===== src/rtl/song_pkg.sv =====
// rtl/song_pkg.sv - shared types and constants for the song sequencer
//
// Purpose : FSM state encoding, song ROM entry layout, entry code values and
//           the 62-note tuning table (phase_inc words for a 25 MHz clock).
// Ports   : none (package).
package song_pkg;

  localparam int PHASE_W   = 24;
  localparam int ROM_DEPTH = 64;

  localparam logic [5:0] CODE_REST = 6'd0;
  localparam logic [5:0] CODE_END  = 6'd63;

  typedef enum logic [2:0] {
    S_IDLE,
    S_FETCH,
    S_LOAD,
    S_PLAY,
    S_GAP,
    S_DONE
  } state_t;

  typedef struct packed {
    logic [5:0] code;
    logic [9:0] dur_ms;
  } rom_entry_t;

  // Code k is MIDI note 35+k: code 1 = C2 ... code 34 = A4 ... code 62 = C#7.
  // Word = round(f_note * 2^24 / 25e6).
  localparam logic [PHASE_W-1:0] TUNING_TABLE [0:61] = '{
    24'd44,   24'd47,   24'd49,   24'd52,   24'd55,   24'd59,
    24'd62,   24'd66,   24'd70,   24'd74,   24'd78,   24'd83,
    24'd88,   24'd93,   24'd99,   24'd104,  24'd111,  24'd117,
    24'd124,  24'd132,  24'd139,  24'd148,  24'd156,  24'd166,
    24'd176,  24'd186,  24'd197,  24'd209,  24'd221,  24'd234,
    24'd248,  24'd263,  24'd279,  24'd295,  24'd313,  24'd331,
    24'd351,  24'd372,  24'd394,  24'd418,  24'd442,  24'd469,
    24'd497,  24'd526,  24'd557,  24'd591,  24'd626,  24'd663,
    24'd702,  24'd744,  24'd788,  24'd835,  24'd885,  24'd937,
    24'd993,  24'd1052, 24'd1115, 24'd1181, 24'd1251, 24'd1326,
    24'd1405, 24'd1488
  };

endpackage


===== src/rtl/song_rom.sv =====
// rtl/song_rom.sv - 4 x 64 song ROM with a registered read port
//
// Purpose : holds the song contents; one cycle from address to entry.
// Ports   : clk_i   - clock
//           song_i  - song number (upper address bits)
//           addr_i  - entry address within the song
//           entry_o - {code, dur_ms} registered from the previous cycle's address
module song_rom
  import song_pkg::*;
(
  input  logic       clk_i,
  input  logic [1:0] song_i,
  input  logic [5:0] addr_i,
  output rom_entry_t entry_o
);

  localparam logic [5:0] NOTE_A4 = 6'd34;
  localparam logic [5:0] NOTE_C5 = 6'd37;

  function automatic rom_entry_t mk(input logic [5:0] code, input logic [9:0] dur);
    rom_entry_t e;
    e.code   = code;
    e.dur_ms = dur;
    return e;
  endfunction

  // Unlisted entries read as END so short songs terminate cleanly.
  function automatic rom_entry_t lookup(input logic [1:0] song, input logic [5:0] addr);
    rom_entry_t e;
    e = mk(CODE_END, 10'd0);
    case (song)
      2'd0: if (addr == 6'd0) e = mk(NOTE_A4, 10'd3);
      2'd1: begin
        if (addr == 6'd0) e = mk(CODE_REST, 10'd2);
        if (addr == 6'd1) e = mk(NOTE_C5, 10'd1);
      end
      2'd2: begin
        if (addr == 6'd0) e = mk(NOTE_C5, 10'd0);
        if (addr == 6'd1) e = mk(NOTE_A4, 10'd1);
      end
      // Song 3 has no END marker: 64 alternating A4/C5 entries.
      default: e = addr[0] ? mk(NOTE_C5, 10'd1) : mk(NOTE_A4, 10'd1);
    endcase
    return e;
  endfunction

  rom_entry_t entry_q;

  always_ff @(posedge clk_i) begin
    entry_q <= lookup(song_i, addr_i);
  end

  assign entry_o = entry_q;

endmodule


===== src/rtl/song_sequencer.sv =====
// rtl/song_sequencer.sv - ROM-driven song player producing sine tuning words
//
// Purpose : steps through a song in the song ROM, holding each note's tuning
//           word for dur_ms ticks followed by GAP_MS silent ticks.
// Ports   : clock25     - sole clock, rising edge
//           reset       - asynchronous active-high reset
//           enable      - 1 = play, 0 = stop and silence
//           song_select - song number, latched when a song starts
//           loop        - 1 = restart at entry 0 on end of song
//           phase_inc   - tuning word for the sine generator, 0 = silence
//           note_on     - 1 while a pitched note sounds
//           note_index  - ROM address of the current entry
//           song_done   - one-cycle pulse at the end of a non-looping song
module song_sequencer
  import song_pkg::*;
#(
  parameter int CLK_HZ  = 25_000_000,
  parameter int TICK_HZ = 1000,
  parameter int GAP_MS  = 20
) (
  input  logic               clock25,
  input  logic               reset,
  input  logic               enable,
  input  logic [1:0]         song_select,
  input  logic               loop,
  output logic [PHASE_W-1:0] phase_inc,
  output logic               note_on,
  output logic [5:0]         note_index,
  output logic               song_done
);

  localparam int TICK_DIV = CLK_HZ / TICK_HZ;
  localparam int PRESC_W  = (TICK_DIV > 1) ? $clog2(TICK_DIV) : 1;
  localparam int GAP_W    = (GAP_MS > 1) ? $clog2(GAP_MS + 1) : 1;
  localparam logic [5:0] LAST_ADDR = 6'(ROM_DEPTH - 1);

  state_t               state_q;
  logic [5:0]           addr_q;
  logic [1:0]           song_q;
  logic [9:0]           dur_q;
  logic [PRESC_W-1:0]   presc_q;
  logic [PRESC_W-1:0]   presc_d;
  logic [GAP_W-1:0]     gap_q;
  logic [PHASE_W-1:0]   phase_inc_q;
  logic                 note_on_q;
  logic [5:0]           note_index_q;
  logic                 song_done_q;

  rom_entry_t rom_entry;
  logic       tick;
  logic       play_last;
  logic       gap_last;
  logic       advance;
  logic       end_hit;
  logic       step_next;

  function automatic logic [PHASE_W-1:0] tune(input logic [5:0] code);
    if (code == CODE_REST || code == CODE_END) return '0;
    return TUNING_TABLE[code - 6'd1];
  endfunction

  song_rom u_rom (
    .clk_i   (clock25),
    .song_i  (song_q),
    .addr_i  (addr_q),
    .entry_o (rom_entry)
  );

  always_comb begin
    tick      = (presc_q == PRESC_W'(TICK_DIV - 1));
    presc_d   = tick ? '0 : presc_q + 1'b1;
    play_last = (state_q == S_PLAY) && tick && (dur_q == 10'd1);
    gap_last  = (state_q == S_GAP) && tick && (gap_q == GAP_W'(1));
    advance   = (play_last && (GAP_MS == 0)) || gap_last;
    // Running off the last entry behaves exactly like reading END.
    end_hit   = ((state_q == S_LOAD) && (rom_entry.code == CODE_END)) ||
                (advance && (addr_q == LAST_ADDR));
    step_next = advance && (addr_q != LAST_ADDR);
  end

  // Later assignments in this block override earlier ones: the state case
  // first, then advance/END handling, then enable=0 which beats everything.
  always_ff @(posedge clock25 or posedge reset) begin
    if (reset) begin
      state_q      <= S_IDLE;
      addr_q       <= '0;
      song_q       <= '0;
      dur_q        <= '0;
      presc_q      <= '0;
      gap_q        <= '0;
      phase_inc_q  <= '0;
      note_on_q    <= 1'b0;
      note_index_q <= '0;
      song_done_q  <= 1'b0;
    end else begin
      song_done_q <= 1'b0;
      case (state_q)
        S_IDLE: begin
          if (enable) begin
            song_q  <= song_select;
            addr_q  <= '0;
            state_q <= S_FETCH;
          end
        end
        S_FETCH: state_q <= S_LOAD;
        S_LOAD: begin
          if (rom_entry.code != CODE_END) begin
            dur_q        <= (rom_entry.dur_ms == 10'd0) ? 10'd1 : rom_entry.dur_ms;
            presc_q      <= '0;
            phase_inc_q  <= tune(rom_entry.code);
            note_on_q    <= (rom_entry.code != CODE_REST);
            note_index_q <= addr_q;
            state_q      <= S_PLAY;
          end
        end
        S_PLAY: begin
          presc_q <= presc_d;
          if (tick) begin
            dur_q <= dur_q - 1'b1;
            if (dur_q == 10'd1) begin
              phase_inc_q <= '0;
              note_on_q   <= 1'b0;
              gap_q       <= GAP_W'(GAP_MS);
              state_q     <= S_GAP;
            end
          end
        end
        S_GAP: begin
          presc_q <= presc_d;
          if (tick) gap_q <= gap_q - 1'b1;
        end
        S_DONE: state_q <= S_DONE;
        default: state_q <= S_IDLE;
      endcase

      if (step_next) begin
        addr_q  <= addr_q + 1'b1;
        state_q <= S_FETCH;
      end

      if (end_hit) begin
        if (loop) begin
          addr_q  <= '0;
          state_q <= S_FETCH;
        end else begin
          song_done_q  <= 1'b1;
          phase_inc_q  <= '0;
          note_on_q    <= 1'b0;
          note_index_q <= '0;
          state_q      <= S_DONE;
        end
      end

      if (!enable) begin
        state_q      <= S_IDLE;
        addr_q       <= '0;
        presc_q      <= '0;
        phase_inc_q  <= '0;
        note_on_q    <= 1'b0;
        note_index_q <= '0;
        song_done_q  <= 1'b0;
      end
    end
  end

  assign phase_inc  = phase_inc_q;
  assign note_on    = note_on_q;
  assign note_index = note_index_q;
  assign song_done  = song_done_q;

endmodule

===== config.mk =====
export PLATFORM = sky130hd
export DESIGN_NAME = song_sequencer
export DESIGN_NICKNAME = d
export VERILOG_FILES = /design/src/rtl/song_pkg.sv /design/src/rtl/song_rom.sv /design/src/rtl/song_sequencer.sv
export SDC_FILE = /design/constraint.sdc
export NUM_CORES = 1
export LEC_CHECK = 0
export BUFFER_PORTS_ARGS = -buffer_cell sky130_fd_sc_hd__clkbuf_2
export CAP_MARGIN = 20
export CORE_ASPECT_RATIO = 0.5
export CORE_MARGIN = 2
export CORE_UTILIZATION = 35
export DETAILED_ROUTE_END_ITERATION = 16
export PLACE_DENSITY = 0.57
export SYNTH_ARGS = -nofsm -noshare
export SYNTH_HDL_FRONTEND = slang
export SYNTH_SLANG_ARGS = --single-unit

===== constraint.sdc =====
create_clock -name clock25 -period 3 [get_ports clock25]
set_input_delay 0.3 -clock clock25 [delete_from_list [all_inputs] [get_ports clock25]]
set_output_delay 0.3 -clock clock25 [all_outputs]
set_load 0.01 [all_outputs]

==> summary.txt <==
Synth
  • Number of synthesized flops with an enable pin: 0
  • Syn Nets: 524
  • Synth top area cells: dfrtp_1, nand2_1, ha_1
  • Share of the synthesized area in the top cell type: between 40% and 50%
  • Post-synthesis cell type count: 60
  • Warnings, synthesis: 0
  • Seq/Total Area, Yosys: 43.5%
  • Main synth FF type: dfrtp_1
  • Post-synthesis cell area: 4480 um2
  • Post-synth ARST share: 92.4%
  • Syn Area/Cell: 8.95 um2
  • Count leader, synth: dfrtp_1
  • Post-Syn Instances: 500
  • Yosys top cell by area: dfrtp_1
  • Synth cell count leaders: dfrtp_1, nand2_1, nor2_1
  • #FFs+latches synth: 79

Timing
  • Worst setup margin: 0.458 ns
  • Fin crit share: roughly 85%
  • Hold Fails Final Rpt: 0
  • Worst Clk Skew: 0.00942 ns
  • Setup TNS: 0 ns
  • Setup Viol. Count Final: 0
  • FMAX: 0.393 GHz
  • Worst hold margin: 0.0259 ns
  • Tmin final: 2.54 ns
  • Slew HR: a little under three fifths
  • RSZ-0062 raised after global routing: no
  • Final Slew Violations: 0
  • Worst-margin pin slew: 0.650 ns

Setup path
  • Top fanout value on the critical path: 19
  • Critical path class: register to register
  • Arrival @ worst endpoint: 2.82 ns
  • Crit start category: register
  • Critical path required time: 3.28 ns
  • Crit path capture type: register

Clock tree
  • Hold bufs inserted after CTS: 0
  • CTS Buf Count: 9
  • Clk slew on worst S/H paths: 0.07 ns
  • CTS tree: yes
  • Postcts setup bufs: 0
  • Clock root cell: clkbuf_16
  • CTS Buffer Depth: 2
  • CTS Sinks: 79
  • Clk Latency, worst-skew pair: approximately 0.34 ns
  • CTS H-tree lvls: 3
  • Post-CTS sizing: 0

Detailed routing
  • DR pass1 iterations: 4
  • Via count: ~3,700
  • Post-route ant nets: 0
  • Initial DRC count: approximately 280
  • Vias per std cell: 5.21
  • Post-route DRC: 0
  • Wire per inst: 14.7 um
  • Final wirelength: 10.5 mm

Pwr
  • Leakage power: 2.35 nW
  • Pwr dens: roughly 640 nW/um2
  • Peak VDD IR: between 300 and 400 uV

Die
  • I/O pin count: 38
  • Total die area: 13,800 um2
  • Rows: 29
  • Die W: 164 um
  • Initial Util: 35.6%
  • Die height: around 84 um
  • Total core area: 12,600 um2

Finish
  • Number of fill cells: ~1,200
  • Nets: 564
  • P&R area growth vs syn: 16.3%
  • Final instance area: 5210 um2
  • Ant diodes: 0
  • FF+latch area: 1950 um2
  • Non-filler instance count after layout: 715
  • Multi-input logic area: roughly 2400 um2
  • Layout cells sized above 1: 17.6%

Run status
  • Status: complete, no violations

Placement
  • Number of port buffers: 37
  • Pre-CTS setup slack: 0.486 ns
  • Post-DP HPWL: 7.35 mm
  • Placed Instances: 699
  • Placed instance area: 4900 um2
  • Gpl congestion: ~0.82

GRT
  • Vias in the first global route: 3,539
  • First-pass GRT wire length: between 15 and 20 mm
  • Pin count of the biggest net entering global routing: 74
  • Initial antenna violation count: 0
  • Gr usage total: 16.0%
  • Global route overflow: 0

Min path
  • HP Class: input port to async pin

Job
  • Max-cap violations: 0
==> logic make-up after synthesis <==
logic type	count (synthesis)	share of synthesized area [%]
DFF	79	43.5
adders and majority gates	18	5.20
muxes	7	1.65
AOI/OAI and AO/OA	123	17.0
xor gates and xnor gates	20	3.91
and+or+nand+nor	212	24.9
buffers and inverters	41	3.83
==> registers in the layout, summed over array words and instances, names as in the netlist <==
name           flops
dur_q             10
note_index         6
note_on            1
gap_q              5
addr_q             6
u_rom.entry_o      6
state_q            3
song_done          1
phase_inc         24
song_q             2
presc_q           15
==> layout make-up <==
class                   instances  area share, %
clock inverters                 7           1.49
multi-input cells             380           45.3
well taps                     170           4.09
flip-flops and latches         79           37.4
inverters                      16           1.15
clock buffers                   9           4.33
repair buffers                 54           6.25
==> metal layers <==
layer | global-route usage (%) | wire length [um] | up-vias | part of all wire, %
met5 | 0 | 0 | - | 0
met4 | 4.47 | 106 | 0 | 1.0
met3 | 3.78 | 375 | 9 | 3.6
met2 | 26.1 | 4910 | 75 | 47
met1 | 21.2 | 5090 | 1792 | 49
li1 | - | - | 1846 | -
==> layout by cell type (no fill, tap or decap), drive strengths merged, types with 3 or more instances in the layout <==
master	count
dfrtp	73
nand2	62
clkbuf	46
nor2	44
a21oi	40
o21ai	38
inv	20
and2	19
ha	17
buf	17
nand3	15
xor2	12
nor3	12
and3	10
xnor2	8
o211ai	8
or3	7
a31oi	7
nand4	6
nor4	6
dfxtp	6
nor2b	5
nor3b	5
o21a	4
mux2i	4
nand2b	4
a21o	4
mux2	3
and4	3
or4	3
==> per-stage QoR <==
stage	utilization (%)	total power, mW
after floorplan	-	1.95
after global placement	38.9	2.20
after detailed placement	38.9	2.21
after CTS	41.3	3.35
after global routing	41.3	3.54
final	41.3	3.33
==> power by group <==
group / switching, mW / internal [mW]
Clock: 0.480 / 0.655
Combinational: 0.578 / 0.384
Sequential: 0.0815 / 1.15
Total: 1.14 / 2.19
==> path summary, 6_finish.rpt <==
path,startpoint,endpoint,slack (ns),cells past startpoint
min,reset,phase_inc[13]$_DFF_PP0_,0.03,3
max in group asynchronous,reset,dur_q[1]$_DFFE_PP0P_,2.67,3
max reg2reg,u_rom.entry_o[12]$_DFF_P_,phase_inc[17]$_DFF_PP0_,0.46,9
min in group clock25,loop,song_done$_DFF_PP0_,0.19,2
max,u_rom.entry_o[12]$_DFF_P_,phase_inc[17]$_DFF_PP0_,0.46,9
min reg2reg,gap_q[4]$_DFFE_PP0P_,gap_q[4]$_DFFE_PP0P_,0.47,1
==> critical path, cell delays in order (launching register included) <==
cell and delay [ns]:
dfxtp_1 0.33, buf_4 0.24, ha_1 0.21, nand4_1 0.23
o21ai_0 0.30, a21oi_1 0.07, buf_4 0.17, o21ai_1 0.20
nor2b_2 0.51, and2_4 0.22
Note: power is estimated with default switching activity, not from simulation.
